<file path="config.mk">
export PLATFORM = sky130hd
export DESIGN_NAME = am_phase_seq
export DESIGN_NICKNAME = d
export VERILOG_FILES = /design/src/rtl/am_phase_seq.sv
export SDC_FILE = /design/constraint.sdc
export NUM_CORES = 1
export LEC_CHECK = 0
export ABC_AREA = 1
export BUFFER_PORTS_ARGS = -buffer_cell sky130_fd_sc_hd__buf_4
export CELL_PAD_IN_SITES_DETAIL_PLACEMENT = 1
export CELL_PAD_IN_SITES_GLOBAL_PLACEMENT = 1
export CORE_MARGIN = 5
export CORE_UTILIZATION = 35
export DETAILED_ROUTE_END_ITERATION = 10
export PLACE_DENSITY_LB_ADDON = 0.1
export SLEW_MARGIN = 10
export SYNTH_ARGS = -nofsm -noshare
export SYNTH_HDL_FRONTEND = slang
export SYNTH_SLANG_ARGS = --single-unit
</file>
<file path="constraint.sdc">
create_clock -name clk -period 1.4 [get_ports clk]
set_clock_uncertainty 0.2 [all_clocks]
set_input_delay 0.14 -clock clk [delete_from_list [all_inputs] [get_ports clk]]
set_output_delay 0.14 -clock clk [all_outputs]
set_load 0.01 [all_outputs]
</file>
<file path="src/rtl/am_phase_seq.sv">
// Four-phase T0..T3 sequencer driving a 2-to-4 decoder, with a ready-stretched T2
// phase that gives up after TIMEOUT not-ready cycles and raises a sticky flag.
module am_phase_seq #(
   parameter int TIMEOUT = 8,
   parameter int WCW     = 4
) (
   input  logic       clk,
   input  logic       rst_,
   input  logic       start,
   input  logic       rep,
   input  logic       rdy,
   input  logic       abort,
   output logic [1:0] ph,
   output logic       ph_en,
   output logic       busy,
   output logic       done,
   output logic       tmo
);

   // Bit 2 is the decoder enable and bits 1:0 are the phase code. The state
   // register therefore drives ph/ph_en/busy directly, so the decoder sees
   // both fields change on one edge with no intermediate code.
   typedef enum logic [2:0] {
      IDLE = 3'b000,
      T0   = 3'b100,
      T1   = 3'b101,
      T2   = 3'b110,
      T3   = 3'b111
   } state_t;

   localparam logic [WCW-1:0] WLAST = WCW'(TIMEOUT - 1);
   localparam logic [WCW-1:0] WONE  = WCW'(1);

   state_t         state, state_next;
   logic [WCW-1:0] wcnt, wcnt_next;
   logic           done_next;
   logic           tmo_next;

   always_ff @(posedge clk or negedge rst_) begin
      if (!rst_) begin
         state <= IDLE;
         wcnt  <= '0;
         done  <= 1'b0;
         tmo   <= 1'b0;
      end else begin
         state <= state_next;
         wcnt  <= wcnt_next;
         done  <= done_next;
         tmo   <= tmo_next;
      end
   end

   always_comb begin
      state_next = state;
      wcnt_next  = wcnt;
      done_next  = 1'b0;
      tmo_next   = tmo;

      case (state)
         IDLE: begin
            if (start) begin
               state_next = T0;
               tmo_next   = 1'b0;
            end
         end
         T0: state_next = T1;
         T1: state_next = T2;
         T2: begin
            if (rdy) begin
               state_next = T3;
               wcnt_next  = '0;
            end else if (wcnt == WLAST) begin
               state_next = T3;
               tmo_next   = 1'b1;
               wcnt_next  = '0;
            end else begin
               wcnt_next = wcnt + WONE;
            end
         end
         T3: begin
            done_next  = 1'b1;
            state_next = rep ? T0 : IDLE;
         end
         default: begin
            state_next = IDLE;
            wcnt_next  = '0;
         end
      endcase

      // Abort overrides everything above except the sticky timeout flag.
      if (abort) begin
         state_next = IDLE;
         wcnt_next  = '0;
         done_next  = 1'b0;
         tmo_next   = tmo;
      end
   end

   assign ph    = state[1:0];
   assign ph_en = state[2];
   assign busy  = state[2];

endmodule

</file>
# Yosys cells after proc, flatten, opt, wreduce, memory -nomap -nowiden
# Index checks and enable logic that the tools add are counted.
[op_classes]
n_addsub = 1
n_mul = 0
div = 0
n_lt_le_gt_ge = 0
n_eq_ne = 11
n_shift = 0
mux = 16
n_bitwise = 1
reduce_logical = 5
[ops]
columns = ["cell", "count"]
rows = [
  ["$mux 3", 5],
  ["$pmux 3 s5", 1],
  ["$eq 3x3->1 const B", 4],
  ["$mux 4", 3],
  ["$pmux 4 s2", 1],
  ["$ne 2x2->1 const B", 3],
  ["$mux 1", 5],
  ["$reduce_and 5->1", 1],
  ["$add 4x1->4 const B", 1],
  ["$eq 4x3->1 const B", 1],
  ["$ne 4x4->1 const B", 1],
  ["$reduce_or 4->1", 1],
  ["$logic_not 3->1", 1],
  ["$ne 3x3->1 const B", 1],
  ["$ne 2x1->1 const B", 1],
  ["$pmux 1 s2", 1],
  ["$reduce_and 2->1", 1],
  ["$reduce_bool 2->1", 1],
  ["$not 1->1", 1],
]
[word_totals]
ff_bits = 9
latch_bits = 0
ram_bits = 0
mem_bits_ro = 0
input_bits = 6
out_inout_bits = 6
elab_cells = 38
n_memories = 0

# Depth between registers and ports, before layout
# Gate-level depths: netlist of run 1.
[logic_depth]
depth_word = 5
ltp_mapped = 8
mapped_depth_nobuf = 8

# Worst setup path before layout of run 1
# Ideal clock, no wire load.
[synth_timing]
path_kind = "register -> register"
startpoint = "reg state[0]"
endpoint = "reg tmo"
arrival_time_ns = 0.983
setup_slack_ns = 0.099
stages_incl_launch_ff = 9
path_cell_list = "dfrtp_1 > inv_1 > nand2_1 > nand2_1 > nand2_1 > nor2_1 > nand3_1 > nand2_1 > nand2_1"
[synth_between]
elab_chain_len = 3
[synth_rtl]
columns = ["item", "line_no", "rtl"]
rows = [
  ["start, declared", "34", "state_t state, state_next;"],
  ["start signal, assigned", "46", "state <= state_next;"],
  ["$eq 3x3->1 or $logic_not 3->1 (tied branches)", "59", "case (state)"],
  ["$ne 2x2->1 (no line) or $reduce_bool 2->1 (tied branches)", "--", ""],
  ["$reduce_and 5->1 (no line)", "--", ""],
  ["end signal, assigned", "49", "tmo <= tmo_next;"],
  ["end, declared", "17", "output logic tmo"],
]
# Parallel ways exist; a longest one is shown, timed or not.
# A chain may end at the register's enable or synchronous reset.

# Final worst setup path of run 1
[layout_timing]
startpoint = "reg wcnt[0]"
endpoint = "reg wcnt[0]"
[layout_between]
elab_chain_len = 5
[layout_rtl]
columns = ["item", "line_no", "rtl"]
rows = [
  ["start, declared", "35", "logic [WCW-1:0] wcnt, wcnt_next;"],
  ["start signal, assigned", "47", "wcnt <= wcnt_next;"],
  ["$add 4x1->4 or $eq 4x3->1 (tied branches)", "77, 72", ""],
  ["$mux 4 (*)", "72", "end else if (wcnt == WLAST) begin"],
  ["$mux 4 (*)", "69", "if (rdy) begin"],
  ["$pmux 4 s2 (*)", "59", ""],
  ["$mux 4 (*)", "91", "if (abort) begin"],
]
# Mark *: on every way between the ends. The rest lies on a longest branch, timed or not.

==> run metrics, run 1 <==
vias in the first global route=554; #FFs+latches synth=9; RSZ-0062 raised after global routing=yes; layout cells sized above 1=37.4%; critical path class=reg2reg; Final Cycle Share=98.8%; cell repeated most along the worst path=nor2_2; Tot Pwr=0.623 mW; startpoint types=flip-flop; CP Capture Type=flip-flop; hold_ws=0.0195 ns; Async S/R FF share, synth=100%; number of I/O port buffers=11; synth warn=0; CTS buffer count=3; leading cell type by number of instances after synthesis=nand2_1; max-slew violations=0; number of enable flip-flop cells after synthesis=0; Slew HR=86.6%; Final Wtd Congestion=0.758; Sink Count=9; Final Critical Period=1.38 ns; CTS tree=built; Static Leak=0.358 nW; mapped cell area=513 um2; Worst-path clk slew=0.07 ns; Most used DFF post-synth=dfrtp_1; syn_area_per_cell=7.54 um2; Hold Crit Class=in2reg; global-route usage over all layers=16.9%; Die H=48.3 um; placed insts=96; Non-Filler Instances=106; Final nets=99; Max Cap Violations=0; Setup crit start=wcnt[0]; initial antenna violation count=0; biggest area consumer among synthesized cells=dfrtp_1; crit-path max cell delay=0.38 ns; Initial Util=38.0%; CTS Root Cell=clkbuf_4; Layout area overhead=41.7%; diode count=0; total gr overflow=0; final setup TNS=0 ns; Fill cells=173; crit path max fanout=3; Clk Latency, worst-skew pair=0.27 ns; final routed DRC violation total=0; post-route cell area=727 um2; Initial DRT Pass Iterations=4; Die W=48.3 um; # H-tree levels=1; power density over the cells=858 mW/mm2; Hold Fails Final Rpt=0; final wirelength=1530 um; maximum clock frequency=0.723 GHz; global-route wire length before repair=2480 um; peak supply drop=0.557 mV; Final setup viols=0; die area=0.00233 mm2; Netlist cell types=15; WL per Instance=14.4 um; Crit-path slowest cell=dfrtp_1; Gate Count Post-Synth=68; Cell Chain, Critical Path=ha_2 -> nand2_2 -> nor2_2 -> nor2_2 -> buf_4 -> nand4_1 -> o21ai_0; Via Count=540; Hold Startpoint=rdy; post-synth top area share=43.9%; placed instance area=629 um2; list of most frequent post-synthesis cells=17 x nand2_1, 9 x dfrtp_1, 9 x inv_1; Post-DRT Antenna Nets=0; Worst-Margin Slew=0.201 ns; drt first-iter violations=7; sequential fraction of the synthesis area=43.9%; row cnt=13; Syn Nets=75; Worst EP required=1.39 ns; main area contributors after synthesis=dfrtp_1 44%, nand2_1 12%, inv_1 6.6%; largest net degree at the start of global routing=10; run status=finished, final reports clean; io pins=12; clk buf depth=2; Worst EP arrival=1.38 ns; Core ar.=0.00135 mm2; r2r startpoint=wcnt[0]; dpl hpwl=1070 um; DR vias/cell=5.09
-- cell families (layout without fill, tap and decap cells) --
| group | after synthesis | count (layout) | synth area share (%) |
|---|---|---|---|
| AOI/OAI and AO/OA | 8 | 8 | 7.80 |
| buffers and inverters | 10 | 33 | 8.05 |
| adders and majority gates | 1 | 1 | 2.44 |
| DFF | 9 | 9 | 43.9 |
| and+or+nand+nor | 40 | 40 | 37.8 |
-- final timing paths --
kind                       cells past startpoint  slack (ns)  endpoint
max in group asynchronous                      2        0.81  state[1]
hold / removal                                 5        0.02       tmo
min in group asynchronous                      2        0.04       tmo
setup / recovery                               7        0.02   wcnt[0]
hold reg to reg                                2        0.27       tmo
setup reg to reg                               7        0.02   wcnt[0]
-- sequential cells by signal, summed over array words and instances (netlist names) --
| signal | flops |
|---|---|
| tmo | 1 |
| done | 1 |
| state | 3 |
| wcnt | 4 |
-- stage by stage --
step | utilization, % | setup WS, ns
2_1_floorplan | - | 0.0994
3_3_place_gp | 46.6 | 0.00438
3_5_place_dp | 46.6 | -0.0127
4_1_cts | 50.4 | -0.00243
5_1_grt | 53.8 | -0.0936
6_report | 53.8 | 0.0162
-- final cells by class --
cell class	instances	area (um2)	share of cell area, %
Clock buffer	4	26.3	3.61
Inverter	9	33.8	4.65
Multi-Input combinational cell	49	264	36.3
Sequential cell	9	229	31.5
Tap cell	15	18.8	2.58
Timing Repair Buffer	20	155	21.3
-- metal layers --
metal	global-route usage (%)	share of wire (%)	vias to the layer above
li1	-	-	268
met1	19.6	44	258
met2	24.7	49	9
met3	5.90	4.1	5
met4	14.0	2.6	0
met5	0	0	-
-- placed cells by master (no fill, tap or decap) --
| master | n |
|---|---|
| ha_2 | 1 |
| o21ai_0 | 4 |
| nand3_2 | 1 |
| dlygate4sd3_1 | 2 |
| dfrtp_1 | 6 |
| nand3_4 | 1 |
| nor3b_1 | 1 |
| a21oi_1 | 3 |
| nand2_1 | 15 |
| nand2_2 | 2 |
| nand3_1 | 5 |
| o21ai_1 | 1 |
| nor2_1 | 6 |
| and3_1 | 1 |
| dfrtp_2 | 3 |
| clkbuf_4 | 3 |
| inv_2 | 2 |
| inv_1 | 7 |
| nor2_2 | 3 |
| nand4_1 | 4 |
| clkbuf_1 | 1 |
| nand3b_1 | 1 |
| buf_4 | 18 |
-- repair_timing --
item / in CTS / in global routing
gates resized for setup: 2 / 10
hold buffers: 2 / 0
buffers inserted: 0 / 4
setup endpoints to repair: 3 / 7
pin swaps: 1 / 3
endpoints found under the hold margin: 10 / 0
-- critical path, delay by kind of cell (launching register included) --
kind                     cells  cell delay [ns]
buffers and inverters        1             0.13
flip-flops                   1             0.38
AND/OR/NAND/NOR              4             0.30
adder cells (fa/ha/maj)      1             0.21
AO/OA/AOI/OAI                1             0.08
-- where the power goes --
part | total (mW) | switching [mW] | internal [mW]
registers | 0.279 | 0.0117 | 0.268
clock network | 0.218 | 0.107 | 0.111
logic | 0.127 | 0.0680 | 0.0585
total | 0.623 | 0.187 | 0.437
(Power assumes the default switching activity.)
==> inputs of run 2 (changes only) <==
--- a/config.mk
+++ b/config.mk
@@ -10,4 +10,5 @@
 export CELL_PAD_IN_SITES_DETAIL_PLACEMENT = 1
 export CELL_PAD_IN_SITES_GLOBAL_PLACEMENT = 1
+export CORE_ASPECT_RATIO = 1.1
 export CORE_MARGIN = 5
 export CORE_UTILIZATION = 35
==> constraint.sdc (replaced) <==
create_clock -name clk -period 1.4 [get_ports clk]
set_clock_uncertainty 0.2 [all_clocks]
set_input_delay 0.07 -clock clk [delete_from_list [all_inputs] [get_ports clk]]
set_output_delay 0.07 -clock clk [all_outputs]
set_load 0.01 [all_outputs]
==> run metrics, run 2 (synthesis results as in run 1) <==
run status=finished, violations left; Via Count=550 (+1.9%); RR Endpoint=wcnt[0]; Worst-path clk slew=0.06 ns (about the same); initial antenna violation count=0 (unchanged); Post-DRT Antenna Nets=0 (unchanged); Largest Register=wcnt; Final Wtd Congestion=0.757 (-0.20%); RSZ-0062 raised after global routing=yes; peak supply drop=0.534 mV (-4.2%); Final nets=104 (+5.1%); Sink Count=9 (unchanged); failing checks=negative hold slack, negative setup slack; Clk Latency, worst-skew pair=0.26 ns (about the same); power density over the cells=804 mW/mm2 (-6.3%); pre-CTS WS=-0.00612 ns (+0.00657 ns); max-slew violations=0 (unchanged); most common cell after layout, fill and taps aside=buf_4; Initial DRT Pass Iterations=4 (unchanged); Die W=46.5 um (-3.7%); drt first-iter violations=7 (unchanged); global-route usage over all layers=14.4% (-2.5 points); crit path max fanout=3 (unchanged); maximum clock frequency=0.708 GHz (-2.1%); Die H=50.2 um (+3.9%); Fill cells=175 (+1.2%); Worst-Margin Slew=0.205 ns (+0.00407 ns); global-route wire length before repair=2440 um (-2.0%); Worst EP arrival=1.39 ns (about the same); DR vias/cell=4.91 (-3.6%); Top Registers=wcnt (4), state (3); final wirelength=1490 um (-2.9%); Slew HR=86.3% (-0.30 points); CTS Root Cell=clkbuf_4; most frequent cells in the layout=21 x buf_4, 16 x nand2_1, 7 x inv_1, 7 x dfrtp_1; Final Critical Period=1.41 ns (+0.0295 ns); final worst setup slack=-0.0133 ns (-0.0295 ns); number of I/O port buffers=11 (unchanged); final routed DRC violation total=0 (unchanged); setup slack, reg-to-reg=-0.01 ns (-0.03 ns); io pins=12 (unchanged); WL per Instance=13.3 um (-8.1%); area taken by multi-input logic gates=256 um2 (-2.8%); die area=0.00233 mm2 (about the same); largest net degree at the start of global routing=10 (unchanged); post-route cell area=766 um2 (+5.3%); CTS tree=built; placed instance area=638 um2 (+1.4%); total gr overflow=0 (unchanged); Max Cap Violations=0 (unchanged); dpl hpwl=1030 um (-4.2%); Layout area overhead=49.3%; CTS buffer count=3 (unchanged); Core ar.=0.00138 mm2 (+2.5%); max reg flops=4 (unchanged); Setup crit start=wcnt[1]; CP Capture Type=flip-flop; Hold Fails Final Rpt=9 (+9); Final Cycle Share=101% (+2.1 points); row cnt=14 (+1); vias in the first global route=574 (+3.6%); Seq. cell area=228 um2 (-0.55%); critical path class=reg2reg; startpoint types=flip-flop; clk buf depth=2 (unchanged); # H-tree levels=1 (unchanged); hold_ws=-0.0250 ns (-0.0445 ns); Initial Util=37.1% (-0.93 points); Worst EP required=1.38 ns (about the same); Hold Crit Class=in2async; r2r startpoint=wcnt[1]; layout cells sized above 1=35.4% (-1.9 points); worst setup path endpoint=wcnt[0]; Final setup viols=1 (+1); diode count=0 (unchanged); Static Leak=0.383 nW (+6.9%); worst reg2reg path depth=7 (unchanged)
[run 2: cell types whose count changed in the layout (fill, tap and decap cells not counted), sizes merged]
cell | before | now
inv | 9 | 8
buf | 18 | 21
clkinvlp | 0 | 1
dlygate4sd3 | 2 | 4
[run 2: through the flow]
stage	util, %	total power, mW	instances	setup TNS, ns	hold WS, ns
3_3_place_gp	46.1	0.399	98	0	-0.297
6_report	55.3	0.615	112	-0.0133	-0.0250
2_1_floorplan	-	0.341	68	0	-0.426
4_1_cts	52.5	0.616	108	0	0.0768
3_5_place_dp	46.1	0.400	98	-0.00780	-0.298
5_1_grt	55.3	0.651	112	-0.256	0.0000797
[run 2: worst min-delay path by stage]
stage,from,endpoint,slack [ns],cells after the start
2_1_floorplan,rst_,done,-0.43,0
3_3_place_gp,rst_,done,-0.30,1
3_5_place_dp,rst_,done,-0.30,1
4_1_cts,start,state[2],0.08,3
5_1_grt,rst_,done,0.00008,2
6_report,rst_,wcnt[1],-0.02,2
[run 2: critical path, stage by stage (launching register included)]
cell     delay [ns]
dfrtp_1        0.38
ha_2           0.21
nand2_2        0.08
nor2_2         0.04
nor2_2         0.14
buf_4          0.13
nand4_1        0.06
o21ai_0        0.09
[run 2: power breakdown]
group / internal (mW) / switching [mW] / total [mW]
registers: 0.267 / 0.00833 / 0.275
clock network: 0.110 / 0.0962 / 0.206
logic: 0.0644 / 0.0696 / 0.134
[run 2: layout make-up]
class / count / area share [%]
Multi-Input combinational cell: 49 / 33.5
Inverter: 9 / 4.90
Tap cell: 16 / 2.61
Timing Repair Buffer: 25 / 25.8
Sequential cell: 9 / 29.7
Clock buffer: 4 / 3.43
[run 2: what timing repair did]
action | in CTS | in global routing
hold endpoints to repair | 14 | 0
buffers inserted | 1 | 5
setup endpoints to repair | 2 | 15
pin swaps | 2 | 4
cloned | 0 | 0
hold buffers | 5 | 0
gates resized for setup | 2 | 6
[run 2: metal layers]
metal  GRT usage [%]  routed length, um
met4            8.06                 29
met5               0                  0
met3            3.21                 44
met1            18.4                724
met2            21.8                687
